$ cat src/rtl/lcd_pkg.sv
// Shared constants for the LCD command sequencer: FSM states, init command list,
// line-address commands and the refresh item layout.
package lcd_pkg;

  typedef enum logic [1:0] {
    ST_PWR_WAIT = 2'd0,
    ST_INIT     = 2'd1,
    ST_IDLE     = 2'd2,
    ST_REFRESH  = 2'd3
  } lcd_state_e;

  localparam logic [8:0] INIT_CMD0 = 9'h038;
  localparam logic [8:0] INIT_CMD1 = 9'h00C;
  localparam logic [8:0] INIT_CMD2 = 9'h001;
  localparam logic [8:0] INIT_CMD3 = 9'h006;

  localparam logic [8:0] LINE0_CMD = 9'h080;
  localparam logic [8:0] LINE1_CMD = 9'h0C0;

  localparam logic [5:0] REFRESH_ITEMS = 6'd34;
  localparam logic [5:0] REFRESH_LAST  = REFRESH_ITEMS - 6'd1;
  localparam logic [5:0] LINE1_IDX     = 6'd17;

  localparam logic [7:0] BLANK_CHAR = 8'h20;

  function automatic logic [8:0] init_cmd(input logic [1:0] idx);
    logic [8:0] c;
    case (idx)
      2'd0:    c = INIT_CMD0;
      2'd1:    c = INIT_CMD1;
      2'd2:    c = INIT_CMD2;
      default: c = INIT_CMD3;
    endcase
    return c;
  endfunction

  // Buffer slot carried by a refresh item; meaningless for the two address items.
  function automatic logic [4:0] refresh_slot(input logic [5:0] idx);
    logic [5:0] s;
    s = (idx <= 6'd16) ? (idx - 6'd1) : (idx - 6'd2);
    return s[4:0];
  endfunction

endpackage

$ cat src/rtl/lcd_char_buf.sv
// 32-byte character buffer mirroring the 2x16 display; one write port and one
// combinational read port, reset to blanks.
module lcd_char_buf
  import lcd_pkg::*;
(
  input  logic       i_clk,
  input  logic       i_rst,
  input  logic       i_wr_en,
  input  logic [4:0] i_wr_addr,
  input  logic [7:0] i_wr_data,
  input  logic [4:0] i_rd_addr,
  output logic [7:0] o_rd_data
);

  logic [7:0] r_mem [32];

  always_ff @(posedge i_clk or posedge i_rst) begin
    if (i_rst) begin
      for (int i = 0; i < 32; i++) r_mem[i] <= BLANK_CHAR;
    end else if (i_wr_en) begin
      r_mem[i_wr_addr] <= i_wr_data;
    end
  end

  assign o_rd_data = r_mem[i_rd_addr];

endmodule

$ cat src/rtl/lcd_seq.sv
// HD44780 command sequencer: power-up wait, init list, then repaints the whole
// display from the character buffer whenever the host has written to it.
module lcd_seq
  import lcd_pkg::*;
#(
  parameter int unsigned POWERUP_CYCLES = 2_000_000
) (
  input  logic       clk_i,
  input  logic       rst_i,
  input  logic       wr_en_i,
  input  logic [4:0] wr_addr_i,
  input  logic [7:0] wr_data_i,
  output logic [8:0] cmd_o,
  output logic       cmd_valid_o,
  input  logic       cmd_ready_i,
  output logic       init_done_o,
  output logic       busy_o
);

  localparam logic [20:0] WAIT_LAST = 21'(POWERUP_CYCLES - 1);

  lcd_state_e  r_state;
  logic [20:0] r_wait;
  logic [1:0]  r_init_idx;
  logic [5:0]  r_ref_idx;
  logic        r_dirty;
  logic [8:0]  r_cmd;
  logic        r_cmd_valid;
  logic        r_init_done;

  logic        w_xfer;
  logic [5:0]  w_load_idx;
  logic [4:0]  w_rd_addr;
  logic [7:0]  w_rd_data;
  logic [8:0]  w_ref_item;

  lcd_char_buf u_buf (
    .i_clk     (clk_i),
    .i_rst     (rst_i),
    .i_wr_en   (wr_en_i),
    .i_wr_addr (wr_addr_i),
    .i_wr_data (wr_data_i),
    .i_rd_addr (w_rd_addr),
    .o_rd_data (w_rd_data)
  );

  assign w_xfer = r_cmd_valid & cmd_ready_i;

  // With nothing latched the current index is loaded; otherwise the one after it.
  assign w_load_idx = r_cmd_valid ? (r_ref_idx + 6'd1) : r_ref_idx;
  assign w_rd_addr  = refresh_slot(w_load_idx);

  always_comb begin
    w_ref_item = {1'b1, w_rd_data};
    if (w_load_idx == 6'd0)           w_ref_item = LINE0_CMD;
    else if (w_load_idx == LINE1_IDX) w_ref_item = LINE1_CMD;
  end

  always_ff @(posedge clk_i or posedge rst_i) begin
    if (rst_i) begin
      r_state     <= ST_PWR_WAIT;
      r_wait      <= '0;
      r_init_idx  <= '0;
      r_ref_idx   <= '0;
      r_dirty     <= 1'b1;
      r_cmd       <= '0;
      r_cmd_valid <= 1'b0;
      r_init_done <= 1'b0;
    end else begin
      case (r_state)
        ST_PWR_WAIT: begin
          if (r_wait == WAIT_LAST) begin
            r_state     <= ST_INIT;
            r_init_idx  <= 2'd0;
            r_cmd       <= init_cmd(2'd0);
            r_cmd_valid <= 1'b1;
          end else begin
            r_wait <= r_wait + 21'd1;
          end
        end
        ST_INIT: begin
          if (w_xfer) begin
            if (r_init_idx == 2'd3) begin
              r_cmd_valid <= 1'b0;
              r_init_done <= 1'b1;
              r_state     <= ST_IDLE;
            end else begin
              r_init_idx <= r_init_idx + 2'd1;
              r_cmd      <= init_cmd(r_init_idx + 2'd1);
            end
          end
        end
        ST_IDLE: begin
          if (r_dirty) begin
            r_dirty   <= 1'b0;
            r_ref_idx <= 6'd0;
            r_state   <= ST_REFRESH;
          end
        end
        default: begin
          if (!r_cmd_valid) begin
            r_cmd       <= w_ref_item;
            r_cmd_valid <= 1'b1;
          end else if (w_xfer) begin
            if (r_ref_idx == REFRESH_LAST) begin
              r_cmd_valid <= 1'b0;
              r_state     <= ST_IDLE;
            end else begin
              r_ref_idx <= w_load_idx;
              r_cmd     <= w_ref_item;
            end
          end
        end
      endcase
      // A host write overrides the clear taken in IDLE on the same cycle.
      if (wr_en_i) r_dirty <= 1'b1;
    end
  end

  assign cmd_o       = r_cmd;
  assign cmd_valid_o = r_cmd_valid;
  assign init_done_o = r_init_done;
  assign busy_o      = (r_state != ST_IDLE);

endmodule
$ cat config.mk
export PLATFORM = sky130hd
export DESIGN_NAME = lcd_seq
export DESIGN_NICKNAME = d
export VERILOG_FILES = /design/src/rtl/lcd_pkg.sv /design/src/rtl/lcd_char_buf.sv /design/src/rtl/lcd_seq.sv
export SDC_FILE = /design/constraint.sdc
export NUM_CORES = 1
export LEC_CHECK = 0
export CORE_MARGIN = 2
export CORE_UTILIZATION = 50
export DETAILED_ROUTE_END_ITERATION = 10
export DONT_BUFFER_PORTS = 1
export GPL_ROUTABILITY_DRIVEN = 0
export PLACE_DENSITY_LB_ADDON = 0.3
export SKIP_LAST_GASP = 1
export SLEW_MARGIN = 20
export SYNTH_ARGS = -nofsm -noshare
export SYNTH_HDL_FRONTEND = slang
export SYNTH_HIERARCHICAL = 1
export SYNTH_SLANG_ARGS = --single-unit
$ cat constraint.sdc
create_clock -name clk_i -period 24.1 [get_ports clk_i]
set_input_delay 3.615 -clock clk_i [delete_from_list [all_inputs] [get_ports clk_i]]
set_output_delay 3.615 -clock clk_i [all_outputs]
set_load 0.02 [all_outputs]
# After elaboration in Yosys (flattened, before gate mapping)
# Index checks and enable logic that the tools add are counted.
# op_classes
add_sub_neg	5
magnitude_cmp	4
eq_ne	17
mux	44
n_bitwise	6
n_reduce_logical	19
# op_table
operator	count
256-bit bitwise mux	1
9-bit 2-to-1 mux	8
8-bit binary-select mux with 5-bit select	1
8-bit demux with 5-bit select	1
6-bit 2-to-1 mux	5
9-bit one-hot mux with 3 select lines	1
8-bit 2-to-1 mux	3
21-bit by 1-bit adder with 21-bit output, second input constant	1
21-bit == test, second input constant	1
2-bit 2-to-1 mux	10
6-bit one-hot mux with 3 select lines	1
6-bit >= comparator, second input constant	2
2-bit inequality test, second input constant	6
5-bit NOT with 6-bit output	2
6-bit one-hot mux with 2 select lines	1
1-bit 2-to-1 mux	8
4-bit AND reduction	2
2-bit nonzero test	4
4-bit nonzero test	2
7-bit AND reduction	1
6-bit by 1-bit adder with 6-bit output, second input constant	1
2-bit == test, second input constant	3
6-bit by 5-bit == test with 1-bit output, second input constant	1
6-bit == test, second input constant	1
other kinds (24)	28
# totals
regBits	299
wordCells	135

# Longest topological paths before layout
# logic_depth
ltp_word	14
ltp_mapped	16
depth_no_buf	13

# Modules after synthesis
# The synthesis kept the hierarchy.
# by_module_without_submodules
mod	instances	cells_per_inst	area_per_inst_um2
lcd_char_buf	1	700	11705.0
lcd_seq	1	252	2663.8

# Worst setup path after synthesis
# OpenSTA, ideal clock, no wires.
# synth_timing
kind	input -> register
startpoint	in wr_en_i
endpoint	reg u_buf/r_mem[159] (netlist name)
arrival_time_ps	5050
required_ps	23975
path_slack_ps	18925
stages	5
cell_sequence	clkbuf_1 -> or3b_2 -> clkbuf_1 -> nor2_2 -> mux2_2
# synth_rtl
item	line_no	rtl
from (decl)	lcd_seq.sv:10	input logic wr_en_i,
to (signal, indexed assignment)	lcd_char_buf.sv:21	r_mem[i_wr_addr] <= i_wr_data;
to (decl)	lcd_char_buf.sv:15	logic [7:0] r_mem [32];

# Final worst setup path
# layout_timing
startpoint	reg r_state[1]
endpoint	out busy_o
# layout_between
elab_chain_len	1
# layout_lines
item	line_no	rtl
from (decl)	lcd_seq.sv:22	lcd_state_e r_state;
from (signal assigned)	lcd_seq.sv:61	r_state <= ST_PWR_WAIT;
from (signal assigned)	lcd_seq.sv:73	r_state <= ST_INIT;
from (signal assigned)	lcd_seq.sv:86	r_state <= ST_IDLE;
2-bit inequality test	lcd_seq.sv:123	assign busy_o = (r_state != ST_IDLE);
to (decl)	lcd_seq.sv:17	output logic busy_o
# No other way between the ends.

==> results_dict.tcl <==
set metrics [dict create \
    grt_usage 0.210 \
    die_y_um 174 \
    fillers 2301 \
    first_pass_iters 4 \
    drive_above_1_share 0.502 \
    num_vias 8046 \
    cts_made_buffers 34 \
    nets 963 \
    synth_cell_types 72 \
    setup_slack_ns 18.50 \
    finalCritPeriodShare 0.233 \
    antenna_found_initial 2 \
    pin_count 29 \
    synth-adder-area-share 0.0104 \
    power.total_mw 1.29 \
    yosysWarnings 6 \
    design_area_um2 15700 \
    grt_pass1_wl_mm 49.0 \
    synthArstFlopShare 1.00 \
    yosysTopAreaCellShare 0.463 \
    finalNonFillerCells 1343 \
    antenna-diode-count 0 \
    status "finished, final reports clean" \
    cts_sinks 299 \
    timing.critical_path.required_ns 20.48 \
    synth_edf_count 0 \
    worst_clock_skew_ns 0.0130 \
    cp.depth 2 \
    worst-path-buf-inv 1 \
    slew_violations 0 \
    portBuffers 0 \
    layout_min_cycle_time_ns 5.60 \
    gr-total-overflow 0 \
    r2r_cells 11 \
    synth_ff_type "dfrtp_1" \
    tns_ns 0 \
    max_clock_freq_ghz 0.178 \
    htree_levels 2 \
    place_inst 1282 \
    synthSimpleGateAreaFrac 0.0569 \
    synth.area.top_cells "dfrtp_1 46%, mux2_2 21%, mux4_2 13%" \
    cts_resized 0 \
    cts.hold.buffers_added 0 \
    cp-start-kind "register" \
    cp_cell_sequence "nor2b_1 -> inv_1" \
    via_per_inst 5.99 \
    synth_xor_area_frac 0.0170 \
    yosysTopAreaCell "dfrtp_1" \
    cts_buffer_depth 3 \
    synthCells 952 \
    critical-path-top-delay-family "flip-flops" \
    dieArea_um2 30100 \
    grt_pass1_vias 8435 \
    yosysSeqAreaShare 0.524 \
    hpwl_mm 19.0 \
    postSynthAreaPerCell_um2 15.1 \
    relSlewSlack 0.262 \
    multiInputGateArea_um2 6530 \
    worst-setup-path-type "reg2out" \
    drv_cap 0 \
    hold_path_class "reg2reg" \
    final_cell_mix "266 x mux2_2, 266 x dfrtp_1, 80 x mux4_2, 45 x nand2_1, 35 x clkbuf_16" \
    post-cts-setup-buffers 0 \
    power.density_nw_per_um2 82.2 \
    rows 62 \
    synth_mux_area_frac 0.336 \
    drt_iter0_drc 505 \
    worstMarginPinSlew_ns 1.11 \
    hold_viol_final 0 \
    synth_area_um2 14400 \
    grt_max_degree 98 \
    cp-end-kind "output pin" \
    post-route-drc-count 0 \
    power.leakage_nw 6.82 \
    die_w_um 174 \
    start_util 0.505 \
    max_stage_delay_ns 0.66 \
    cp_max_fo 17 \
    rsz0062_at_grt "no" \
    dp_slack_ns 17.95 \
    setup_viol 0 \
    syn_nets 981 \
    routed_wl_mm 30.4 \
    synth_top_family_by_area "multiplexers" \
    area_delta_synth_final_pct 9.27 \
    ir_drop_mv 0.0387 \
    holdPathStages 1 \
    ant_nets 0 \
    routedWlPerCell_um 22.6 \
    placed_area_um2 14600 \
    synth_seq_cells 299 \
    root_buffer "clkbuf_16" \
    clk_pin_slew_ns 0.06 \
    seq_area_um2 7520 \
    synth_compound_gate_area_share 0.0315 \
    insertion_delay_ns 0.51 \
    cp_slowest_cell "dfrtp_1" \
    worstPathArrival_ns 1.99 \
    cts_tree "built" \
    coreArea_um2 28500 \
]
==> worst paths after layout <==
| check | slack (ns) | end | startpoint |
|---|---|---|---|
| setup reg to reg | 18.79 | cmd_o[7]$_DFFE_PP0P_ | cmd_valid_o$_DFFE_PP0P_ |
| max in group asynchronous | 18.88 | u_buf/r_mem[126]$_DFFE_PP0P_ | rst_i |
| min in group asynchronous | 3.07 | u_buf/r_mem[167]$_DFFE_PP0P_ | rst_i |
| setup / recovery | 18.50 | busy_o | r_state[1]$_DFFE_PP0P_ |
| hold / removal | 0.49 | r_wait[17]$_DFFE_PP0P_ | r_wait[17]$_DFFE_PP0P_ |
| hold reg to reg | 0.49 | r_wait[17]$_DFFE_PP0P_ | r_wait[17]$_DFFE_PP0P_ |
==> flip-flops by register name (all words and copies together) (netlist names) <==
register and count:
init_done_o 1, r_init_idx 2, cmd_o 9, r_wait 21, r_dirty 1, cmd_valid_o 1, u_buf/r_mem 256, r_state 2
r_ref_idx 6
==> routing by layer <==
metal  vias up  track usage  routed length [um]
li1       3511            -                   -
met1      4353        0.296               13500
met4         0       0.0487                 457
met5         -            0                   0
met2       145        0.332               14300
met3        37       0.0500                2140
==> Yosys cell counts (all sizes together), types with 4 or more instances <==
library cell	count
and3	5
a21oi	9
nor2b	5
nand3	9
inv	10
a221o	6
nor2	23
mux2	267
o21ai	8
ha	12
clkbuf	39
mux4	80
nor3	8
buf	21
nor3b	4
nand3b	5
and2	4
xnor2	17
o31ai	7
nand2	46
dfrtp	266
xor2	10
dfstp	33
nand4	11
==> kinds of logic (layout without fill, tap and decap cells) <==
| kind of cell | after synthesis | count (layout) |
|---|---|---|
| mux | 349 | 349 |
| flops | 299 | 299 |
| simple gates | 139 | 139 |
| buf+inv | 70 | 77 |
| compound gates | 56 | 56 |
| xor+xnor | 27 | 27 |
| fa+ha+maj | 12 | 12 |
==> stage by stage <==
step	util	hold WS [ns]
finish	0.551	0.485
detailed placement	0.513	0.484
global placement	0.513	0.459
floorplan	-	0.438
global route	0.551	0.510
CTS	0.551	0.491
==> area by class of cell <==
class	instances	area share
flip-flops and latches	299	0.479
repair buffers	6	0.00311
clock buffers	47	0.0606
clock inverters	14	0.00805
inverters	10	0.00287
multi-input cells	583	0.416
well taps	384	0.0306
==> power breakdown <==
group          total, mW  leakage (nW)  switching [mW]  internal (mW)
combinational      0.157          2.55          0.0519          0.105
clock              0.501         0.536           0.203          0.298
sequential         0.633          3.74          0.0392          0.593
No activity file was read; power rests on OpenSTA's default activity.
